## config.mk

```make
export PLATFORM = sky130hd
export DESIGN_NAME = irq_collector
export DESIGN_NICKNAME = d
export VERILOG_FILES = /design/src/rtl/irq_collector_pkg.sv /design/src/rtl/irq_prio_enc.sv /design/src/rtl/irq_collector.sv
export SDC_FILE = /design/constraint.sdc
export NUM_CORES = 1
export LEC_CHECK = 0
export BUFFER_PORTS_ARGS = -buffer_cell sky130_fd_sc_hd__buf_4
export CAP_MARGIN = 10
export CORE_MARGIN = 2
export CORE_UTILIZATION = 50
export DETAILED_ROUTE_END_ITERATION = 8
export GPL_ROUTABILITY_DRIVEN = 0
export GPL_TIMING_DRIVEN = 0
export PLACE_DENSITY = 0.85
export SETUP_SLACK_MARGIN = 0.1
export SLEW_MARGIN = 20
export SYNTH_ARGS = -nofsm -noshare
export SYNTH_HDL_FRONTEND = slang
export SYNTH_HIERARCHICAL = 1
export SYNTH_SLANG_ARGS = --single-unit
```

## constraint.sdc

```tcl
create_clock -name clk -period 5 [get_ports clk]
set_clock_uncertainty 0.2 [all_clocks]
set_input_delay 0.5 -clock clk [delete_from_list [all_inputs] [get_ports clk]]
set_output_delay 0.5 -clock clk [all_outputs]
set_load 0.05 [all_outputs]
```

## src/rtl/irq_collector_pkg.sv

```systemverilog
// Shared register offsets and limits for the interrupt collector.
package irq_collector_pkg;

    localparam logic [11:0] IrqPendingOffset  = 12'h000;
    localparam logic [11:0] IrqEnableOffset   = 12'h004;
    localparam logic [11:0] IrqClaimOffset    = 12'h008;
    localparam logic [11:0] IrqOverflowOffset = 12'h00C;

    localparam int IrqMaxSrc        = 31;
    localparam int IrqClaimValidBit = 31;

endpackage

```

## src/rtl/irq_prio_enc.sv

```systemverilog
// Lowest-index-first priority encoder over the active interrupt vector.
module irq_prio_enc #(
    parameter int NumSrc = 8
) (
    input  logic [NumSrc-1:0] active,
    output logic              valid_o,
    output logic [4:0]        id_o
);

    always_comb begin
        valid_o = |active;
        id_o    = '0;
        // Walk downward so the lowest set index is the last one written.
        for (int i = NumSrc - 1; i >= 0; i--) begin
            if (active[i]) begin
                id_o = 5'(i);
            end
        end
    end

endmodule

```

## src/rtl/irq_collector.sv

```systemverilog
// Memory-mapped interrupt collector: edge-detected sticky pending bits,
// enable mask, overflow tracking and an atomic claim register.
module irq_collector
    import irq_collector_pkg::*;
#(
    parameter int NumSrc = 8
) (
    input  logic              clk,
    input  logic              rst_ni,
    input  logic              device_req_i,
    input  logic [31:0]       device_addr_i,
    input  logic              device_we_i,
    input  logic [3:0]        device_be_i,
    input  logic [31:0]       device_wdata_i,
    output logic              device_rvalid_o,
    output logic [31:0]       device_rdata_o,
    input  logic [NumSrc-1:0] src_irq_i,
    output logic              irq_o
);

    logic [NumSrc-1:0] src_q, src_d;
    logic [NumSrc-1:0] pending_q, pending_d;
    logic [NumSrc-1:0] enable_q, enable_d;
    logic [NumSrc-1:0] overflow_q, overflow_d;
    logic              armed_q, armed_d;
    logic              irq_q, irq_d;
    logic              rvalid_q, rvalid_d;
    logic [31:0]       rdata_q, rdata_d;

    logic [NumSrc-1:0] active, rise, clr, claim_clr, wmask;
    logic              claim_valid;
    logic [4:0]        claim_id;
    logic [11:0]       offset;
    logic              rd_req, wr_req;

    logic unused_bus;
    assign unused_bus = ^{device_be_i, device_addr_i[31:12], device_wdata_i};

    assign offset = device_addr_i[11:0];
    assign rd_req = device_req_i & ~device_we_i;
    assign wr_req = device_req_i & device_we_i;
    assign wmask  = device_wdata_i[NumSrc-1:0];
    assign active = pending_q & enable_q;

    irq_prio_enc #(
        .NumSrc (NumSrc)
    ) u_prio_enc (
        .active  (active),
        .valid_o (claim_valid),
        .id_o    (claim_id)
    );

    always_comb begin
        src_d   = src_irq_i;
        armed_d = 1'b1;
        // armed_q masks the first cycle after reset so a level held through
        // reset release is not mistaken for a fresh edge.
        rise    = src_irq_i & ~src_q & {NumSrc{armed_q}};

        claim_clr = '0;
        if (rd_req && offset == IrqClaimOffset && claim_valid) begin
            claim_clr = NumSrc'(1) << claim_id;
        end

        clr = claim_clr;
        if (wr_req && offset == IrqPendingOffset) begin
            clr = clr | wmask;
        end

        pending_d  = (pending_q & ~clr) | rise;

        overflow_d = overflow_q;
        if (wr_req && offset == IrqOverflowOffset) begin
            overflow_d = overflow_d & ~wmask;
        end
        overflow_d = overflow_d | (rise & pending_q & ~clr);

        enable_d = enable_q;
        if (wr_req && offset == IrqEnableOffset) begin
            enable_d = wmask;
        end

        irq_d    = |active;
        rvalid_d = device_req_i;

        rdata_d = '0;
        if (rd_req) begin
            unique case (offset)
                IrqPendingOffset:  rdata_d = {{(32-NumSrc){1'b0}}, pending_q};
                IrqEnableOffset:   rdata_d = {{(32-NumSrc){1'b0}}, enable_q};
                IrqOverflowOffset: rdata_d = {{(32-NumSrc){1'b0}}, overflow_q};
                IrqClaimOffset: begin
                    if (claim_valid) begin
                        rdata_d[IrqClaimValidBit] = 1'b1;
                        rdata_d[4:0]              = claim_id;
                    end
                end
                default:           rdata_d = '0;
            endcase
        end
    end

    always_ff @(posedge clk or negedge rst_ni) begin
        if (!rst_ni) begin
            src_q      <= '0;
            pending_q  <= '0;
            enable_q   <= '0;
            overflow_q <= '0;
            armed_q    <= 1'b0;
            irq_q      <= 1'b0;
            rvalid_q   <= 1'b0;
            rdata_q    <= '0;
        end else begin
            src_q      <= src_d;
            pending_q  <= pending_d;
            enable_q   <= enable_d;
            overflow_q <= overflow_d;
            armed_q    <= armed_d;
            irq_q      <= irq_d;
            rvalid_q   <= rvalid_d;
            rdata_q    <= rdata_d;
        end
    end

    assign device_rvalid_o = rvalid_q;
    assign device_rdata_o  = rdata_q;
    assign irq_o           = irq_q;

endmodule
```

---- Word level (Yosys, flattened, before mapping) ----
Cells that the tools add are included.
cells by class
  equality and inequality tests ........... 3
  shift operators ......................... 1
  multiplexer cells ....................... 17
  bitwise gates (word level) .............. 16
  reduce and logical (&&, ||, !) cells .... 7
operators with widths
  operator             number
  $and 8x8->8          7
  $mux 32              1
  $eq 12x4->1 const B  2
  $mux 3               8
  $mux 8               3
  $not 8->8            3
  $or 8x8->8           3
  $pmux 5 s4           1
  $eq 12x3->1 const B  1
  $logic_not 12->1     1
  $pmux 3 s3           1
  $reduce_or 8->1      1
  $shl 1x5->8 const A  1
  $logic_and 1x1->1    5
  $mux 5               1
  $and 1x1->1          2
  $mux 1               2
  $not 1->1            1
storage, ports and cells
  flip-flop bits (word level) ............. 67
  input port bits ......................... 80
  word-level logic and storage cells ...... 52

---- Logic depth before layout (Yosys ltp) ----
  word-level depth ........................ 16
  gate-level depth with buffers ........... 7
  mapped depth without buffers ............ 7

---- By module ----
Netlist, hierarchy kept.
by module, submodules not included
  module         instances  cells an instance  area an instance (µm²)  seq. area each (µm²)
  irq_collector  1          227                2,306.0                 1,101.1
  irq_prio_enc   1          16                 100.1                   0.0

---- Least setup slack after synthesis ----
Ideal clock, no wire load.
  path kind ............................... register to register
  start point ............................. reg pending_q[4]
  end point ............................... reg pending_q[0]
  library setup time ...................... 123 ps
  arrival ................................. 1,602 ps
  required time ........................... 4,677 ps
  path slack .............................. 3,074 ps
  stages on the path, launching flop included .. 8
  buffers on the path ..................... 0
  path through ............................ dfrtp_1 > and2_1 > nor4_2 > and3b_1 > nor3_1 > nand4_1 > nor2_1 > o21ai_1
between the ends
  word-level cells in the longest chain between the ends .. 13
  elaborated cells on any way between the ends .. 15
RTL lines
  item                      line                  source
  start: declaration        irq_collector.sv:22   logic [NumSrc-1:0] pending_q, pending_d;
  start signal: assignment  irq_collector.sv:115  pending_q <= pending_d;
  $and 8x8->8 (*)           irq_collector.sv:43   assign active = pending_q & enable_q;
  via active[4]             irq_collector.sv:30   logic [NumSrc-1:0] active, rise, clr, claim_clr, wmask;
  $mux 3 (*) (5 in series)  irq_prio_enc.sv:15    if (active[i]) begin
  via claim_id[2]           irq_collector.sv:32   logic [4:0] claim_id;
  $shl 1x5->8 (*)           irq_collector.sv:62   claim_clr = NumSrc'(1) << claim_id;
  $mux 8 (*)                irq_collector.sv:61   if (rd_req && offset == IrqClaimOffset && claim_valid) begin
  $or 8x8->8                irq_collector.sv:67   clr = clr | wmask;
  $mux 8 (*)                irq_collector.sv:66   if (wr_req && offset == IrqPendingOffset) begin
  $not 8->8 (*)             irq_collector.sv:70   pending_d = (pending_q & ~clr) | rise;
  $and 8x8->8 (*)           irq_collector.sv:70
  $or 8x8->8 (*)            irq_collector.sv:70
  via pending_d[0]          irq_collector.sv:22
Mark *: on every way through the listed nets, which the timed path passes. The rest lies on a longest branch.
A chain may end at the register's enable or synchronous reset.

---- Worst setup path in the final report ----
  start point ............................. reg pending_q[4]
  end point ............................... reg pending_q[3]
The elaborated chain is that of the path after synthesis.

==> impl_metrics.csv <==
group,metric,value,unit
sta,slew_violations,0,
setup_path,crit-reg2reg-launch,"pending_q[4]",
clocking,cts-root-buf,"clkbuf_8",
setup_path,timing.rr.end,"pending_q[3]",
sta,setup_viol,0,
sta,finalCritPeriodShare,0.459,
synth,synth_ff_type,"dfrtp_1",
grt,grt_pass1_wl,8.71,mm
sta,hold_violations,35,
die,io_pins,114,
sta,min_period,2.29,ns
synth,synthCells,243,
sta,tightestPinTransition,0.753,ns
setup_path,regToRegSetupSlack,2.71,ns
drt,drc,0,
final_layout,synthToLayoutAreaGrowth,23.0,%
place,hpwlAfterDp,3.89,mm
final_layout,layout-drive-gt1-share,0.291,
sta,fmax,0.436,GHz
clocking,htreeDepth,2,
sta,hold_ws,-0.0148,ns
clocking,clkSinkCount,44,
die,fp.dieW,73.4,µm
die,rows,25,
status,run_status,"finished, violations left",
final_layout,antenna_cells,0,
grt,grt.overflow.total,0,
clocking,cts_tree,"built",
setup_path,endpoint_kind,"flop",
synth,syn_avg_cell_area,9.90,µm²
grt,grt_max_degree,45,
power_and_ir_drop,p_per_area,252,nW/µm²
setup_path,crit_chain,"and2_1, nor4_2, and3b_1, nor3_1, nand4_1, nor2_1, o21ai_1",
power_and_ir_drop,p_leak,0.00139,µW
clocking,cts_repair_resize_count,0,
synth,synth-edff-count,0,
clocking,clk_pin_slew,0.08,ns
drt,wl_per_cell,14.6,µm
sta,rsz0062_at_grt,"no",
synth,ys_ff_latch,44,
clocking,clkLatencyLatePin,0.30,ns
final_layout,finish.utilization,0.631,
drt,firstDrtPassIters,4,
die,die_y,73.4,µm
clocking,cts_buffer_depth,2,
grt,grt_use_total,0.214,
drt,viasPerCell,5.42,
setup_path,reg2reg_depth,7,
job,drv_cap,0,
setup_path,cp_data_arrival_time,2.28,ns
clocking,post-cts-setup-buffer-count,0,
setup_path,start_kind,"flop",
synth,async_reset_ff_frac,1.00,
sta,relSlewSlack,0.492,
drt,drt-initial-drc-count,195,
setup_path,critPathBufInv,0,
die,dieArea,5380,µm²
status,violations,"hold timing",
die,start_util,0.513,
grt,antenna_found_initial,0,
synth,syn_area,2410,µm²
clocking,hold_buffers,0,
setup_path,path_max_fanout,4,
die,core,4690,µm²
drt,ant_nets,0,
drt,wirelength,5.37,mm
final_layout,nets,392,
grt,grt_pass1_vias,1867,
synth,ys_seq_area_frac,0.458,
place,io_buffer_count,39,
setup_path,worstSetupPathType,"flop to flop",
clocking,cts_inserted_buffers,5,
setup_path,critPathTopFamily,"simple AND/OR/NAND/NOR gates",
setup_path,crit_path_max_incr_delay,0.41,ns
power_and_ir_drop,vdd_drop_max,0.000169,V
synth,ys_warn_count,6,
drt,vias,1990,
sta,fin_setup_tns,0,ns
setup_path,cp_slowest_cell,"dfrtp_1",
min_path,hold_class,"input port to async pin",
setup_path,cp.required,4.98,ns
synth,synth_cell_types,45,
==> metal layers <==
metal  global-route usage  up-vias  wire, µm
li1                     -      959         -
met1                0.273      925      2250
met4                0.109        0        76
met3               0.0453        7       453
met5                    0        -         0
met2                0.344       99      2590
==> placed cells by master, fill, tap and decap left out, drive strengths merged, types with 6 or more instances in the layout <==
cell type and n:
and2 10, buf 69, clkbuf 10, conb 26, dfrtp 44, inv 6
mux2 12, nand2 14, nand3 11, nand3b 10, nor2 26, o21ai 25
o2bb2ai 6
==> flip-flops by register name, indices dropped and copies added, names as in the netlist <==
register	flops
device_rvalid_o	1
enable_q	8
overflow_q	8
device_rdata_o	9
src_q	8
irq_o	1
pending_q	8
armed_q	1
==> report_power, final <==
group | total, µW | switching (µW) | internal (µW) | leakage [µW]
sequential | 363 | 1.93 | 361 | 0.000509
clock | 264 | 116 | 148 | 0.0000552
combinational | 118 | 75.9 | 41.7 | 0.000823
==> worst reg2reg max path, stage by stage (launching register included) <==
cell,delay [ns]
dfrtp_1,0.41
and2_1,0.21
nor4_2,0.32
and3b_1,0.22
nor3_1,0.18
nand4_1,0.24
nor2_1,0.27
o21ai_1,0.11
==> worst max path at each step <==
stage | cells after the start | end | slack [ns] | start
2_1_floorplan | 7 | pending_q[0] | 3.07 | pending_q[4]
3_3_place_gp | 6 | pending_q[6] | 2.76 | device_addr_i[9]
3_5_place_dp | 6 | overflow_q[2] | 2.69 | device_addr_i[9]
4_1_cts | 7 | pending_q[3] | 2.79 | pending_q[4]
5_1_grt | 7 | pending_q[5] | 2.53 | pending_q[6]
6_report | 7 | pending_q[3] | 2.71 | pending_q[4]
==> cells in the mapped netlist, types with 3 or more instances <==
library cell / count / area (µm²)
nor3_1: 3 / 15.0
mux2_1: 8 / 90.1
mux2_2: 4 / 45.0
nand2_1: 14 / 52.6
o21ai_0: 18 / 90.1
dfrtp_1: 44 / 1100
nand3b_1: 10 / 75.1
a22oi_1: 4 / 30.0
a222oi_1: 3 / 30.0
and2_1: 9 / 56.3
nand3_1: 10 / 50.1
a21oi_1: 3 / 15.0
o2bb2ai_1: 6 / 52.6
conb_1: 3 / 11.3
clkbuf_1: 4 / 15.0
buf_4: 25 / 188
nor2_1: 26 / 97.6
buf_2: 5 / 25.0
o21ai_1: 7 / 35.0
inv_1: 6 / 22.5
==> kinds of logic (layout without fill, tap and decap cells) <==
family / after synthesis / after routing / synth area share
DFF: 44 / 44 / 0.458
other: 3 / 26 / 0.00468
and+or+nand+nor: 93 / 93 / 0.239
muxes: 12 / 12 / 0.0562
AOI/OAI and AO/OA: 51 / 51 / 0.139
buffers and inverters: 40 / 87 / 0.104
==> area by class of cell <==
class,instances,area [µm²]
Fill cell,395,1730
Sequential cell,44,1100
Clock buffer,6,72.6
Buffer,34,228
Clock inverter,2,35.0
Timing Repair Buffer,39,293
Tap cell,54,67.6
Multi-Input combinational cell,182,1140
Inverter,6,22.5
==> through the flow <==
step                      setup slack (ns)  power [µW]  hold WS, ns  std cells  area, µm²
after floorplan                       3.07         451      0.00441        266       2490
after global placement                2.76         486        0.247        359       2850
after CTS                             2.79         749      0.00432        367       2960
final                                 2.71         745      -0.0148        367       2960
after global routing                  2.53         772       0.0265        367       2960
after detailed placement              2.69         487        0.262        359       2850
No activity file was read; power rests on OpenSTA's default activity.
